File: config.mk
export PLATFORM = sky130hd
export DESIGN_NAME = score_display
export DESIGN_NICKNAME = d
export VERILOG_FILES = /design/src/rtl/score_display.sv
export SDC_FILE = /design/constraint.sdc
export NUM_CORES = 1
export LEC_CHECK = 0
export BUFFER_PORTS_ARGS = -buffer_cell sky130_fd_sc_hd__clkbuf_2
export CAP_MARGIN = 5
export CORE_MARGIN = 2
export CORE_UTILIZATION = 53
export DETAILED_ROUTE_END_ITERATION = 6
export PLACE_DENSITY = 0.87
export SETUP_SLACK_MARGIN = 0.05
export SLEW_MARGIN = 10
export SYNTH_ARGS = -nofsm -noshare
export SYNTH_HDL_FRONTEND = slang
export SYNTH_SLANG_ARGS = --single-unit
File: constraint.sdc
create_clock -name clk -period 2.4 [get_ports clk]
set_input_delay 0 -clock clk [delete_from_list [all_inputs] [get_ports clk]]
set_output_delay 0 -clock clk [all_outputs]
set_load 0.05 [all_outputs]
File: src/rtl/score_display.sv
// score_display: turns the binary score into 5-digit BCD with a sequential
// double-dabble engine (one shift per clock). It then scans the committed
// digits onto a multiplexed common-cathode 7-segment display.
module score_display #(
    parameter int SCAN_DIV      = 1024,
    parameter bit BLANK_LEADING = 1'b1
) (
    input  logic        clk,
    input  logic        rst_n,
    input  logic [15:0] score,
    input  logic        score_valid,
    output logic        busy,
    output logic [19:0] bcd,
    output logic [6:0]  seg,
    output logic [4:0]  digit_en
);

    typedef enum logic [1:0] {IDLE, SHIFT, COMMIT} state_t;

    localparam logic [15:0] SCAN_LAST = 16'(SCAN_DIV - 1);

    state_t      r_state, w_state_nxt;
    logic [15:0] r_bin;
    logic [19:0] r_work;
    logic [3:0]  r_cnt;
    logic [19:0] r_bcd;
    logic        r_pend;
    logic [15:0] r_pend_val;
    logic [15:0] r_scan_cnt;
    logic [2:0]  r_idx;

    logic        w_restart;
    logic [15:0] w_load_val;
    logic [15:0] w_adj;
    logic [19:0] w_shift_work;
    logic [3:0]  w_nib;
    logic        w_blank;

    // FSM state register
    always_ff @(posedge clk or negedge rst_n) begin
        if (!rst_n) r_state <= IDLE;
        else        r_state <= w_state_nxt;
    end

    // Next state and restart control. During COMMIT, a strobe arriving in the
    // same cycle is newer than anything pending, so it takes priority.
    always_comb begin
        w_state_nxt = r_state;
        w_restart   = 1'b0;
        w_load_val  = score;
        case (r_state)
            IDLE: begin
                if (score_valid) begin
                    w_state_nxt = SHIFT;
                    w_restart   = 1'b1;
                end
            end
            SHIFT: begin
                if (r_cnt == 4'd15) w_state_nxt = COMMIT;
            end
            COMMIT: begin
                if (score_valid || r_pend) begin
                    w_state_nxt = SHIFT;
                    w_restart   = 1'b1;
                    w_load_val  = score_valid ? score : r_pend_val;
                end else begin
                    w_state_nxt = IDLE;
                end
            end
            default: w_state_nxt = IDLE;
        endcase
    end

    // Add-3 correction on the four low nibbles.
    // Digit 4 is at most 3 before its final shift, so it never needs the correction.
    always_comb begin
        w_adj = r_work[15:0];
        for (int i = 0; i < 4; i++) begin
            if (r_work[4*i +: 4] >= 4'd5) w_adj[4*i +: 4] = r_work[4*i +: 4] + 4'd3;
        end
        w_shift_work = {r_work[18:16], w_adj, r_bin[15]};
    end

    // Conversion datapath: load, shift, and commit
    always_ff @(posedge clk or negedge rst_n) begin
        if (!rst_n) begin
            r_bin  <= '0;
            r_work <= '0;
            r_cnt  <= '0;
            r_bcd  <= '0;
        end else begin
            if (r_state == COMMIT) r_bcd <= r_work;
            if (w_restart) begin
                r_bin  <= w_load_val;
                r_work <= '0;
                r_cnt  <= '0;
            end else if (r_state == SHIFT) begin
                r_work <= w_shift_work;
                r_bin  <= {r_bin[14:0], 1'b0};
                r_cnt  <= r_cnt + 4'd1;
            end
        end
    end

    // One-deep pending slot for strobes that arrive mid-conversion; newest wins
    always_ff @(posedge clk or negedge rst_n) begin
        if (!rst_n) begin
            r_pend     <= 1'b0;
            r_pend_val <= '0;
        end else if (score_valid && r_state == SHIFT) begin
            r_pend     <= 1'b1;
            r_pend_val <= score;
        end else if (r_state == COMMIT) begin
            r_pend     <= 1'b0;
        end
    end

    // Free-running scan: hold each digit SCAN_DIV cycles, then advance
    always_ff @(posedge clk or negedge rst_n) begin
        if (!rst_n) begin
            r_scan_cnt <= '0;
            r_idx      <= '0;
        end else if (r_scan_cnt == SCAN_LAST) begin
            r_scan_cnt <= '0;
            r_idx      <= (r_idx == 3'd4) ? 3'd0 : r_idx + 3'd1;
        end else begin
            r_scan_cnt <= r_scan_cnt + 16'd1;
        end
    end

    // Digit select and leading-zero detection for the scanned digit
    always_comb begin
        w_nib   = r_bcd[3:0];
        w_blank = 1'b0;
        case (r_idx)
            3'd1: begin w_nib = r_bcd[7:4];   w_blank = (r_bcd[19:4]  == '0); end
            3'd2: begin w_nib = r_bcd[11:8];  w_blank = (r_bcd[19:8]  == '0); end
            3'd3: begin w_nib = r_bcd[15:12]; w_blank = (r_bcd[19:12] == '0); end
            3'd4: begin w_nib = r_bcd[19:16]; w_blank = (r_bcd[19:16] == '0); end
            default: begin w_nib = r_bcd[3:0]; w_blank = 1'b0; end
        endcase
        if (!BLANK_LEADING) w_blank = 1'b0;
    end

    // Seven-segment decode, {g,f,e,d,c,b,a}, active-high
    always_comb begin
        seg = 7'h00;
        if (!w_blank) begin
            case (w_nib)
                4'd0: seg = 7'h3F;
                4'd1: seg = 7'h06;
                4'd2: seg = 7'h5B;
                4'd3: seg = 7'h4F;
                4'd4: seg = 7'h66;
                4'd5: seg = 7'h6D;
                4'd6: seg = 7'h7D;
                4'd7: seg = 7'h07;
                4'd8: seg = 7'h7F;
                4'd9: seg = 7'h6F;
                default: seg = 7'h00;
            endcase
        end
    end

    // Output drive
    always_comb begin
        busy     = (r_state != IDLE);
        bcd      = r_bcd;
        digit_en = 5'b00001 << r_idx;
    end

endmodule

==> results of run 1 <==
[cells by family after synthesis]
| family | Yosys count |
|---|---|
| buf+inv | 39 |
| simple gates | 131 |
| mux | 47 |
| flops | 98 |
| xor+xnor | 23 |
| fa+ha+maj | 20 |
| compound gates | 102 |
[worst max-delay path, delay by kind of cell, from the launching register on]
kind | cells | cell delay (ps)
multiplexers | 2 | 460
adder cells (fa/ha/maj) | 3 | 540
flip-flops | 1 | 480
buffers and inverters | 2 | 330
AO/OA/AOI/OAI | 3 | 700
[timing repair]
item	4_1_cts	5_1_grt
setup endpoints to repair	7	7
pin swaps	7	10
setup buffers	9	6
hold buffers	17	0
hold endpoints to repair	76	0
gates resized for setup	41	22
[worst paths after layout]
check	startpoint	to	slack [ps]
setup / recovery	r_idx[0]	seg[3]	-480
hold / removal	score_valid	r_bin[15]	160
setup reg to reg	r_state[1]	r_bin[12]	300
hold reg to reg	r_scan_cnt[4]	r_scan_cnt[4]	480
max in group asynchronous	rst_n	r_bin[11]	1520
min in group asynchronous	rst_n	bcd[14]	200
[metal layers]
layer  vias up  track usage
li1       1854            -
met1      1914        0.290
met2       140        0.406
met3        30       0.0423
met4         0        0.122
met5         -            0
[cells in the final DEF, fill, tap and decap left out, types with 14 or more instances in the layout]
cell           instances
dfrtp_1               95
dlygate4sd3_1         17
o21ai_0               34
mux2i_1               14
clkbuf_2              43
nand3_1               18
mux2_2                29
nor2_1                31
nand2_1               41
buf_4                 27
[stage by stage]
stage	utilization	hold slack, ps	setup TNS, ps	total power, mW	instance area (um2)
3_5_place_dp	0.612	77.8	-884	5.84	5600
2_1_floorplan	-	-296	-934	5.04	5080
5_1_grt	0.695	202	-3380	7.81	6360
6_report	0.695	161	-2810	7.37	6360
4_1_cts	0.679	158	-2490	7.17	6220
3_3_place_gp	0.612	68.3	-317	5.66	5600
[report_power, final]
part           internal, mW  switching, mW  total, mW  leakage [nW]
Clock                 0.416          0.588       1.00        0.0937
Combinational          1.59           2.11       3.70          1.58
Sequential             2.18          0.487       2.66          1.25
Total                  4.18           3.18       7.37          2.92
[sequential cells by signal, summed over array words and instances, names as in the netlist]
name        cells
r_state         2
r_pend          1
bcd            20
r_pend_val     16
r_idx           3
r_work         20
r_cnt           4
r_bin          16
r_scan_cnt     16
[final cells by class]
class | instances | share of cell area
well taps | 111 | 0.0218
multi-input cells | 323 | 0.412
clock inverters | 6 | 0.00747
repair buffers | 107 | 0.139
flip-flops and latches | 98 | 0.386
clock buffers | 10 | 0.0216
inverters | 18 | 0.0118
==> impl_metrics.csv, run 1 <==
group,metric,value,unit
critical_path,cpPeakStageDelay,480,ps
clocking,cts_root_buffer,"clkbuf_8",
timing,setup_viol,7,
global_routing,grt_overflow_total,0,
drt,drt.antenna.violating_nets,0,
critical_path,critPathKind,"reg -> out",
yosys,synth_top_family_by_area,"compound AO/OA/AOI/OAI gates",
clocking,cts_sinks,98,
pwr,p_leak,2.92,nW
pwr,pwr_density_cell,1160,mW/mm2
finish,drive_gt1_frac,0.326,
yosys,synth_compound_area_frac,0.147,
yosys,synth.cell_area,0.00493,mm2
worst_hold_path,hold_depth,3,
finish,final-seq-area,0.00246,mm2
yosys,synth_edf_count,0,
floorplanning,die_h,100,um
yosys,synthCells,460,
drt,dr_wl_met3,533,um
timing,max_freq,348,MHz
drt,finalWirelength,11600,um
clocking,clockBufferDepth,2,
placement,dp_slack,-194,ps
finish,diodes,0,
yosys,yosysTopAreaCell,"dfrtp_1",
floorplanning,die_w,100,um
finish,nFillCells,603,
finish,nets,596,
yosys,ys_ff_latch,98,
yosys,synth_top_cell_area_share,0.497,
timing,tightest_slew,829,ps
drt,num_vias,3938,
placement,io_buffers,51,
yosys,synth_nets,499,
finish,finalNonFillerCells,673,
finish,synthToLayoutAreaGrowth,29.0,%
drt,viasPerCell,5.85,
pwr,peakVddDrop,0.000745,V
floorplanning,dieArea,0.0101,mm2
floorplanning,start_util,0.539,
run,maxCapViolations,0,
drt,wl_met1,4750,um
critical_path,crit_chain,"ha_4, ha_4, a32o_1, a211o_1, mux2i_4, buf_4, ha_4, mux2_4, a211oi_4, buf_8",
clocking,cts_buffers,9,
yosys,async_flop_share,1.00,
critical_path,critPathSlowestCell,"dfrtp_2",
floorplanning,rows,35,
yosys,seq_area_frac_synth,0.497,
critical_path,endpoint_kind,"primary output",
yosys,synth_commonest_cells,"dfrtp_1, nand2_1, o21ai_0, nor2_1, mux2_2",
timing,finalCritPeriodShare,1.20,
finish,multi_input_area,0.00262,mm2
floorplanning,boundaryPins,52,
yosys,synth_area_leaders,"dfrtp_1, mux2_2, ha_1, o21ai_0, nand2_1",
timing,fin_skew,8.05,ps
yosys,synthAdderAreaFrac,0.0507,
clocking,cts.htree.levels,3,
drt,route.top_layer_used,"met4",
worst_hold_path,min_path_type,"in -> reg",
timing,hold_violations,0,
placement,placed_cells_incl_taps,626,
critical_path,cp_max_fo,3,
critical_path,crit_required,2400,ps
drt,drcViolationCount,0,
yosys,ys_types,53,
drt,drtIter0Drc,230,
critical_path,reg2regPathDepth,4,
critical_path,cp-start-kind,"flip-flop",
clocking,path_clk_slew,90,ps
placement,place_congestion,0.888,
global_routing,grt_max_degree,54,
timing,fin_crit,2880,ps
yosys,synth.most_common_cell,"dfrtp_1",
timing,rsz0062_at_grt,"yes",
clocking,worstSkewPairLatency,370,ps
yosys,ys.flop_type,"dfrtp_1",
yosys,synth_xor_area_frac,0.0409,
timing,setup_ws,-476,ps
yosys,synthSimpleGateAreaFrac,0.128,
run_status,violations,"negative setup slack",
yosys,synth_mux_area_frac,0.104,
global_routing,grt_pass1_wl,18800,um
floorplanning,core_region_area,0.00915,mm2
placement,place_hpwl,7450,um
critical_path,arrival,2880,ps
yosys,yosysWarnings,0,
global_routing,track_usage,0.238,
yosys,syn_area_per_cell,10.7,um2
timing,final_max_slew_viol_count,0,
drt,avgRoutedWirePerCell,17.3,um
clocking,cts_tree,"yes",
global_routing,antenna_found_initial,0,
timing,maxSlewHeadroom,0.445,
drt,dr_wl_met2,5970,um
global_routing,grt_pass1_vias,3956,
drt,drtPass1Iterations,5,
critical_path,crit_top_cell,"ha_4",
run_status,outcome,"finished with violations",
No activity file was read; power rests on OpenSTA's default activity.
==> run 2, diff against run 1 <==
--- a/config.mk
+++ b/config.mk
@@ -11,6 +11,7 @@
 export CORE_UTILIZATION = 53
 export DETAILED_ROUTE_END_ITERATION = 6
 export PLACE_DENSITY = 0.87
+export RECOVER_POWER = 25
 export SETUP_SLACK_MARGIN = 0.05
 export SLEW_MARGIN = 10
 export SYNTH_ARGS = -nofsm -noshare
==> impl_metrics.csv, run 2 (same netlist as run 1, synthesis figures left out) <==
group,metric,value,unit
run_status,outcome,"finished with violations",
run_status,violations,"negative setup slack",
pwr,p_leak,2.92,nW
finish,diodes,0,
placement,io_buffers,51,
timing,setup_viol,7,
drt,avgRoutedWirePerCell,17.3,um
timing,rsz0062_at_grt,"yes",
drt,drt.antenna.violating_nets,0,
global_routing,antenna_found_initial,0,
global_routing,grt_pass1_wl,18800,um
critical_path,crit_top_cell,"buf_6",
critical_path,critPathKind,"reg -> out",
critical_path,endpoint_kind,"primary output",
critical_path,arrival,2870,ps
timing,tightest_slew,1270,ps
global_routing,top_usage_layer,"met2",
clocking,cts_buffers,9,
timing,final_max_slew_viol_count,0,
timing,finalCritPeriodShare,1.20,
drt,drtPass1Iterations,5,
floorplanning,boundaryPins,52,
finish,final_common_cell,"dfrtp_1",
timing,setup_ws,-474,ps
critical_path,critPathSlowestCell,"dfrtp_2",
clocking,cts_sinks,98,
timing,maxSlewHeadroom,0.155,
finish,finalNonFillerCells,673,
finish,drive_gt1_frac,0.326,
finish,utilization,0.693,
critical_path,cp_max_fo,5,
critical_path,crit_required,2400,ps
drt,drcViolationCount,0,
finish,synthToLayoutAreaGrowth,28.7,%
run,maxCapViolations,0,
drt,drtIter0Drc,242,
drt,num_vias,3915,
global_routing,grt_overflow_total,0,
global_routing,met1_usage,0.290,
timing,max_freq,348,MHz
critical_path,crit_chain,"buf_12, ha_4, nor3_4, o21a_1, buf_6, o31ai_4, buf_4, buf_6, or2_4, a311oi_4, buf_8",
placement,place_congestion,0.888,
global_routing,grt_max_degree,54,
global_routing,track_usage,0.238,
global_routing,grtUsageMet3,0.0423,
critical_path,cpPeakStageDelay,470,ps
clocking,cts.htree.levels,3,
pwr,pwr_density_cell,1160,mW/mm2
clocking,clockBufferDepth,2,
drt,viasPerCell,5.82,
clocking,cts_tree,"yes",
floorplanning,rows,35,
timing,holdWs,163,ps
clocking,worstSkewPairLatency,370,ps
clocking,cts_root_buffer,"clkbuf_8",
pwr,peakVddDrop,0.000746,V
global_routing,grt_pass1_vias,3956,
floorplanning,die_h,100,um
timing,fin_crit,2870,ps
finish,nFillCells,605,
placement,placed_cells_incl_taps,626,
floorplanning,core_region_area,0.00915,mm2
worst_hold_path,min_path_type,"in -> reg",
floorplanning,start_util,0.539,
clocking,path_clk_slew,90,ps
global_routing,met2_usage,0.406,
finish,nets,596,
floorplanning,dieArea,0.0101,mm2
timing,fin_skew,8.32,ps
finish,final_cell_mix,"dfrtp_1, clkbuf_2, nand2_1",
floorplanning,die_w,100,um
drt,finalWirelength,11600,um
critical_path,cp-start-kind,"flip-flop",
placement,place_hpwl,7450,um
timing,hold_violations,0,
run 2: changes by cell type in the layout (fill, tap and decap cells not counted):
cell      change
clkbuf_2      +1
clkbuf_4      +1
buf_12        -1
buf_4         -1
run 2: worst paths after layout:
check | startpoint | end | slack (ps) | cells after the start
setup / recovery | r_idx[1] | seg[5] | -470 | 11
hold / removal | score_valid | r_bin[15] | 160 | 3
setup reg to reg | r_state[1] | r_bin[12] | 280 | 4
hold reg to reg | r_scan_cnt[4] | r_scan_cnt[4] | 480 | 1
max in group asynchronous | rst_n | r_bin[11] | 600 | 3
min in group asynchronous | rst_n | bcd[14] | 430 | 2
run 2: worst max-delay path, delay by kind of cell, from the launching register on:
family	cells	cell delay, ps
compound gates	3	600
fa+ha+maj	1	170
buf+inv	5	770
flops	1	470
simple gates	2	500
run 2: metrics by stage:
step           power (mW)  setup TNS (ps)  setup WS (ps)  area (um2)
2_1_floorplan        5.04            -934           -246        5080
3_3_place_gp         5.66            -317          -99.4        5600
3_5_place_dp         5.84            -884           -194        5600
4_1_cts              7.17           -2490           -455        6220
5_1_grt              7.80           -3380           -569        6350
6_report             7.36           -2800           -474        6350
run 2: timing repair:
action / CTS / global route
pin swaps: 7 / 10
endpoints found under the hold margin: 76 / 0
setup buffers: 9 / 6
hold buffers: 17 / 0
gates cloned: 0 / 0
setup endpoints to repair: 7 / 7
gates resized for setup: 41 / 22
run 2: power breakdown:
part / total [mW] / switching [mW] / leakage [nW] / internal [mW]
Sequential: 2.66 / 0.488 / 1.25 / 2.18
Combinational: 3.70 / 2.11 / 1.58 / 1.59
Clock: 1.00 / 0.587 / 0.0937 / 0.416
Total: 7.36 / 3.18 / 2.92 / 4.18
run 2: routing by layer:
layer | part of all wire | vias to the layer above
met4 | 0.028 | 0
li1 | - | 1857
met5 | 0 | -
met2 | 0.52 | 123
met3 | 0.040 | 26
met1 | 0.42 | 1909
run 2: cell type report:
cell class | count | area (um2) | share of cell area
Inverter | 18 | 75.1 | 0.0118
Clock buffer | 10 | 138 | 0.0217
Multi-Input combinational cell | 323 | 2620 | 0.413
Clock inverter | 6 | 47.5 | 0.00749
Sequential cell | 98 | 2460 | 0.387
Timing Repair Buffer | 107 | 871 | 0.137
Tap cell | 111 | 139 | 0.0219
==> run 3, diff against run 2 <==
--- a/config.mk
+++ b/config.mk
@@ -7,11 +7,11 @@
 export LEC_CHECK = 0
 export BUFFER_PORTS_ARGS = -buffer_cell sky130_fd_sc_hd__clkbuf_2
 export CAP_MARGIN = 5
+export CORE_ASPECT_RATIO = 1.4
 export CORE_MARGIN = 2
 export CORE_UTILIZATION = 53
 export DETAILED_ROUTE_END_ITERATION = 6
 export PLACE_DENSITY = 0.87
-export RECOVER_POWER = 25
 export SETUP_SLACK_MARGIN = 0.05
 export SLEW_MARGIN = 10
 export SYNTH_ARGS = -nofsm -noshare
==> impl_metrics.csv, run 3 (same netlist as run 1, synthesis figures left out) <==
group,metric,value,unit
global_routing,grt_pass1_wl,19500,um
floorplanning,boundaryPins,52,
timing,fin_crit,2870,ps
finish,diodes,0,
drt,dr_wl_met2,6330,um
global_routing,grt_overflow_total,0,
critical_path,cpPeakStageDelay,440,ps
timing,holdWs,125,ps
timing,setup_viol,7,
pwr,pwr_density_cell,1200,mW/mm2
floorplanning,rows,41,
clocking,worstSkewPairLatency,350,ps
clocking,clockBufferDepth,2,
floorplanning,core_region_area,0.00903,mm2
finish,final_common_cell,"dfrtp_1",
placement,placed_area,0.00564,mm2
global_routing,grt_max_degree,42,
global_routing,grt_pass1_vias,4126,
placement,place_hpwl,7720,um
clocking,cts_root_buffer,"clkbuf_16",
drt,num_vias,3923,
critical_path,path_buf_inv,2,
drt,route.top_layer_used,"met4",
timing,finalCritPeriodShare,1.20,
timing,hold_violations,0,
placement,io_buffers,51,
pwr,p_leak,2.91,nW
timing,maxSlewHeadroom,0.406,
finish,nets,597,
critical_path,crit_chain,"ha_4, ha_4, a32o_1, a211o_1, mux2i_4, inv_2, ha_2, mux2_2, a211oi_4, buf_8",
drt,wl_met1,4620,um
floorplanning,start_util,0.546,
critical_path,critPathKind,"reg -> out",
clocking,cts_sinks,98,
drt,drcViolationCount,0,
critical_path,cp-start-kind,"flip-flop",
drt,dr_wl_met3,416,um
timing,max_freq,349,MHz
finish,synthToLayoutAreaGrowth,27.7,%
critical_path,endpoint_kind,"primary output",
clocking,cts.htree.levels,3,
drt,viasPerCell,5.86,
timing,rsz0062_at_grt,"yes",
timing,tightest_slew,888,ps
critical_path,cp_max_fo,3,
timing,setup_ws,-469,ps
drt,drtPass1Iterations,4,
floorplanning,die_h,118,um
critical_path,critPathSlowestCell,"dfrtp_2",
floorplanning,die_w,85.5,um
drt,finalWirelength,11700,um
finish,final_cell_area,0.00630,mm2
global_routing,track_usage,0.243,
finish,final_cell_mix,"dfrtp_1, clkbuf_2, nand2_1",
critical_path,arrival,2870,ps
clocking,cts_tree,"yes",
critical_path,crit_required,2400,ps
worst_hold_path,min_path_type,"in -> async",
clocking,path_clk_slew,60,ps
pwr,peakVddDrop,0.00117,V
floorplanning,dieArea,0.0101,mm2
finish,drive_gt1_frac,0.319,
run,maxCapViolations,0,
critical_path,crit_family,"compound AO/OA/AOI/OAI gates",
drt,avgRoutedWirePerCell,17.4,um
timing,fin_skew,11.5,ps
placement,place_congestion,0.909,
run_status,outcome,"finished with violations",
timing,final_max_slew_viol_count,0,
global_routing,antenna_found_initial,0,
run_status,violations,"negative setup slack",
critical_path,crit_top_cell,"ha_4",
clocking,cts_buffers,9,
pwr,power,7.56,mW
drt,drt.antenna.violating_nets,0,
drt,drtIter0Drc,257,
==> run 3: changes by cell type in the layout (fill, tap and decap cells not counted), moves of 3 or more <==
cell / change
buf_12: -3
buf_4: +9
clkbuf_16: +9
clkbuf_8: -9
ha_2: +3
ha_4: -5
==> run 3: layer usage <==
layer / GRT usage / vias to the layer above
li1: - / 1856
met1: 0.287 / 1931
met2: 0.425 / 113
met3: 0.0419 / 23
met4: 0.109 / 0
met5: 0 / -
==> run 3: final timing paths <==
check                           cells after the start        endpoint          start  slack (ps)
worst max-delay path                               10          seg[0]       r_idx[1]        -470
worst min-delay path                                2  r_scan_cnt[15]          rst_n         120
min in group clk                                    5        r_cnt[3]    score_valid         190
worst min register to register                      1   r_scan_cnt[4]  r_scan_cnt[4]         480
worst max register to register                      5       r_bin[12]     r_state[1]         480
max in group asynchronous                           3  r_pend_val[12]          rst_n        1580
==> run 3: repair_timing <==
action                                 4_1_cts  5_1_grt
endpoints found under the hold margin       90        0
setup buffers                                3        5
hold buffers                                17        0
resized for setup                           31       13
pin swaps                                   11        6
setup endpoints to repair                    7        7
==> run 3: power breakdown <==
part           internal (mW)  switching (mW)
logic                   1.50            2.10
clock network          0.695           0.595
registers               2.18           0.491
==> run 3: stage by stage <==
| stage | std cells | setup TNS (ps) | setup WS, ps | util |
|---|---|---|---|---|
| floorplan | 460 | -934 | -246 | - |
| global placement | 629 | -247 | -80.0 | 0.625 |
| detailed placement | 629 | -706 | -174 | 0.625 |
| CTS | 664 | -2190 | -405 | 0.688 |
| global route | 669 | -2950 | -547 | 0.697 |
| finish | 669 | -2370 | -469 | 0.697 |
==> run 3: layout make-up <==
class,instances,area [um2]
Multi-Input combinational cell,323,2550
Timing Repair Buffer,108,827
Inverter,18,72.6
Clock buffer,10,229
Tap cell,107,134
Fill cell,629,2730
Sequential cell,98,2460
Clock inverter,5,31.3
